$ cat src/rtl/instruction_fetch.sv
// rtl/instruction_fetch.sv - MIPS fetch stage: PC register, imem handshake, next-PC select
// Optional jump-register alignment trap: FETCH_MISALIGN_TRAP_EN
module instruction_fetch #(
    parameter logic [31:0] RESET_PC = 32'h0000_0000
) (
    input  logic        clk,
    input  logic        rst_n,
    input  logic [1:0]  pc_sel,
    input  logic [15:0] branch_imm,
    input  logic [25:0] jump_addr,
    input  logic [31:0] jr_target,
    input  logic        advance,
    output logic        imem_req,
    output logic [31:0] imem_addr,
    input  logic        imem_ack,
    input  logic [31:0] imem_rdata,
    output logic [31:0] instruction,
    output logic        instr_valid,
    output logic [31:0] pc,
    output logic [31:0] pc_plus4,
    output logic        misalign
);

    typedef enum logic [1:0] {IDLE, FETCH, VALID, HALT} state_t;

    state_t      state_q, state_d;
    logic [31:0] pc_q, pc_d;
    logic [31:0] instr_q, instr_d;
    logic        valid_q, valid_d;
    logic        misalign_q, misalign_d;
    logic [31:0] next_pc;
    logic [31:0] branch_off;
    logic        jr_trap;

    assign pc_plus4   = pc_q + 32'd4;
    assign branch_off = {{14{branch_imm[15]}}, branch_imm, 2'b00};

    always_comb begin
        next_pc = pc_plus4;
        case (pc_sel)
            2'b00: next_pc = pc_plus4;
            2'b01: next_pc = pc_plus4 + branch_off;
            2'b10: next_pc = {pc_plus4[31:28], jump_addr, 2'b00};
            2'b11: next_pc = jr_target & 32'hFFFF_FFFC;
            default: next_pc = pc_plus4;
        endcase
    end

`ifdef FETCH_MISALIGN_TRAP_EN
    assign jr_trap = (pc_sel == 2'b11) && (jr_target[1:0] != 2'b00);
`else
    assign jr_trap = 1'b0;
`endif

    always_comb begin
        state_d    = state_q;
        pc_d       = pc_q;
        instr_d    = instr_q;
        valid_d    = valid_q;
        misalign_d = misalign_q;
        case (state_q)
            IDLE: state_d = FETCH;
            FETCH: begin
                if (imem_ack) begin
                    instr_d = imem_rdata;
                    valid_d = 1'b1;
                    state_d = VALID;
                end
            end
            VALID: begin
                if (advance) begin
                    // A trapped jump-register keeps pc pointing at the offending jr
                    if (jr_trap) begin
                        misalign_d = 1'b1;
                        state_d    = HALT;
                    end else begin
                        pc_d    = next_pc;
                        valid_d = 1'b0;
                        state_d = FETCH;
                    end
                end
            end
            HALT: state_d = HALT;
            default: state_d = IDLE;
        endcase
    end

    always_ff @(posedge clk or negedge rst_n) begin
        if (!rst_n) begin
            state_q    <= IDLE;
            pc_q       <= RESET_PC;
            instr_q    <= 32'h0;
            valid_q    <= 1'b0;
            misalign_q <= 1'b0;
        end else begin
            state_q    <= state_d;
            pc_q       <= pc_d;
            instr_q    <= instr_d;
            valid_q    <= valid_d;
            misalign_q <= misalign_d;
        end
    end

    // Request is decoded from state so an async reset drops it without a clock edge
    assign imem_req    = (state_q == FETCH);
    assign imem_addr   = pc_q;
    assign pc          = pc_q;
    assign instruction = instr_q;
    assign instr_valid = valid_q;
    assign misalign    = misalign_q;

endmodule
$ cat config.mk
export PLATFORM = sky130hd
export DESIGN_NAME = instruction_fetch
export DESIGN_NICKNAME = d
export VERILOG_FILES = /design/src/rtl/instruction_fetch.sv
export SDC_FILE = /design/constraint.sdc
export NUM_CORES = 1
export LEC_CHECK = 0
export CAP_MARGIN = 20
export CORE_MARGIN = 4
export CORE_UTILIZATION = 46
export DETAILED_ROUTE_END_ITERATION = 16
export GPL_ROUTABILITY_DRIVEN = 0
export PLACE_DENSITY = 0.87
export REMOVE_ABC_BUFFERS = 1
export SYNTH_ARGS = -nofsm -noshare
export SYNTH_HDL_FRONTEND = slang
export SYNTH_SLANG_ARGS = --single-unit
$ cat constraint.sdc
create_clock -name clk -period 6.2 [get_ports clk]
set_input_delay 0.93 -clock clk [delete_from_list [all_inputs] [get_ports clk]]
set_output_delay 0.93 -clock clk [all_outputs]
set_load 0.02 [all_outputs]
==> metrics.cfg <==
[sta]
setup_violations = 0
rsz0062_at_grt = false
tightest_slew_ns = 0.854
hold_viol = 0
layout_min_cycle_time_ns = 4.10
fmax_ghz = 0.244
fin_crit_sh = 0.661
drv_slew = 0
slew_headroom = 0.428
finalSetupTns_ns = 0
worst_slack_ns = 2.10
clock_skew_ns = 0.00729

[min_path]
min_path_cells = 2
hold_path.class = reg -> reg

[setup_path]
cp-end-kind = primary output
startpoint = imem_addr[12]
rr_startpoint = imem_addr[4]
required_ns = 5.27
cp_data_arrival_time_ns = 3.17
r2r_end = imem_addr[15]
startpoint_type = flip-flop
worstPathCellList = nand3_1 > nor4_1 > nand2_1 > nor2_1 > and3_1 > xor2_1 > clkdlybuf4s50_1
crit_end = pc_plus4[30]
rrSetupSlack_ns = 2.12
max_stage_delay_ns = 0.67
r2r_cells = 14
crit_slowest_cell = clkdlybuf4s50_1
path_class = reg -> out
worst-path-max-fanout = 9

[placed_design]
place_worst_setup_slack_ns = 2.05
io_buffers = 233
detailed_place_hpwl_microns = 14900

[pwr]
power.static_leakage_nw = 3.43
vdd_drop_max_mv = 0.281
power_per_cell_area_nw_per_um2 = 518

[detailed_routing]
viasPerCell = 5.66
drc = 0
drtIter0Drc = 528
wl_per_cell_microns = 18.6
drt_pass1_iterations = 5
drt-total-wl_microns = 18600
vias = 5672
ant_nets = 0

[cts]
cts.sinks = 65
cts_resized = 0
htree_levels = 3
ctsLongestPathBuffers = 2
ctsHoldBuffers = 0
cts_inserted_buffers = 9
clock_latency_ns = 0.33
path_clk_slew_ns = 0.06
cts-root-buf = clkbuf_16
cts_tree = yes
post_cts_buffers = 0

[finish]
syn_to_final_growth_pct = 43.9
mostFrequentLayoutCells = 231 x clkdlybuf4s50_1, 73 x nand2_1, 65 x dfrtp_1
final_common_cell = clkdlybuf4s50_1
final_layout_size_suffix_gt1_frac = 0.111
nets = 978
antenna_cells = 0

[logic_synthesis]
netlist_area_sq_um = 5740
synth_top_area_cell = dfrtp_1
synthFlopType = dfrtp_1
ys_async_sr_fraction = 1.00
synth_edf_count = 0
synth.avg_cell_area_sq_um = 9.00
synth.distinct_cells = 64
synth.top_cell.area_share = 0.283
synthCells = 638
yosysWarnings = 0
synthTopCellsByArea = dfrtp_1 28%, mux2_2 7.6%, ha_1 7.6%, xnor2_1 5.3%, mux4_2 5.1%
synth.ff_latch_count = 65
yosysSeqAreaShare = 0.283

[global_route]
antenna_found_initial = 0
overflow = 0
grt_pass1_vias = 5606
grt_max_degree = 66
grt_usage = 0.253
grt_pass1_wl_microns = 29000

[outcome]
outcome = complete, no violations

[die]
ios = 243
rows = 40
die_area_sq_um = 14300
start_util = 0.474
coreArea_sq_um = 12100
die_y_microns = 120
die_x_microns = 120

[run]
cap_violations = 0

==> stage by stage <==
stage	util	instances	instance area [sq um]	power [W]	hold WS (ns)
6_report	0.682	1003	8260	0.00428	0.484
3_5_place_dp	0.657	987	7960	0.00375	0.467
5_1_grt	0.682	1003	8260	0.00454	0.518
3_3_place_gp	0.657	987	7960	0.00369	0.460
4_1_cts	0.682	1003	8260	0.00428	0.482
2_1_floorplan	-	580	5380	0.00253	0.507
==> layer usage <==
| metal | part of all wire | wire [microns] | track usage | vias to the layer above |
|---|---|---|---|---|
| met3 | 0.075 | 1400 | 0.0448 | 37 |
| met1 | 0.40 | 7420 | 0.304 | 2701 |
| met4 | 0.027 | 495 | 0.0830 | 0 |
| li1 | - | - | - | 2654 |
| met5 | 0 | 0 | 0 | - |
| met2 | 0.50 | 9330 | 0.455 | 280 |
==> flip-flops by register name, summed over array words and instances, names as in the netlist <==
signal and flops:
instr_valid 1, imem_addr 30, instruction 32, state_q 2
==> power breakdown <==
| part | leakage, nW | total, W | internal [W] | switching, W |
|---|---|---|---|---|
| logic | 2.51 | 0.00288 | 0.00137 | 0.00151 |
| registers | 0.778 | 0.000896 | 0.000628 | 0.000268 |
| clock network | 0.146 | 0.000510 | 0.000314 | 0.000196 |
| total | 3.43 | 0.00428 | 0.00231 | 0.00197 |
==> how the worst min path moves through the flow <==
stage	slack [ns]	endpoint	start
after floorplan	0.51	state_q[0]	state_q[1]
after global placement	0.46	instr_valid	instr_valid
after detailed placement	0.47	instr_valid	instr_valid
after CTS	0.48	instr_valid	instr_valid
after global routing	0.52	instr_valid	instr_valid
final	0.48	instr_valid	instr_valid
==> Yosys cell counts (4+ instances only) <==
cell type,instances
a211oi_1,6
a21boi_0,4
a21o_1,11
a21oi_1,48
a31oi_1,5
and2_1,5
and3_1,4
buf_1,5
buf_4,37
clkbuf_1,21
dfrtp_1,65
ha_1,35
inv_1,15
mux2_2,39
mux2i_1,11
mux4_2,13
nand2_1,73
nand2b_1,4
nand3_1,25
nand4_1,12
nor2_1,42
nor2b_1,4
nor3_1,12
nor4_1,4
o211ai_1,4
o21a_1,9
o21ai_0,21
o21ai_1,4
o22ai_1,5
xnor2_1,35
xor2_1,15
==> critical path, delay by kind of cell, from the launching register on <==
kind,cells,cell delay (ns)
buffers and inverters,1,0.67
DFF,1,0.53
xor gates and xnor gates,1,0.29
and+or+nand+nor,5,1.35
==> area by class of cell <==
class | count | area (sq um)
Clock buffer | 9 | 225
Clock inverter | 7 | 77.6
Fill cell | 986 | 3850
Inverter | 15 | 56.3
Multi-Input combinational cell | 500 | 3700
Sequential cell | 65 | 1630
Tap cell | 168 | 210
Timing Repair Buffer | 239 | 2370
==> logic make-up (layout without fill, tap and decap cells) <==
kind of cell,Yosys count,in the layout,share of synthesized area
flip-flops,65,65,0.283
buffers and inverters,79,270,0.0761
AO/OA/AOI/OAI,144,144,0.163
adder cells (fa/ha/maj),36,36,0.0798
other,1,7,0.000653
XOR/XNOR,52,52,0.0839
multiplexers,63,63,0.147
AND/OR/NAND/NOR,198,198,0.167
(Power assumes the default switching activity.)
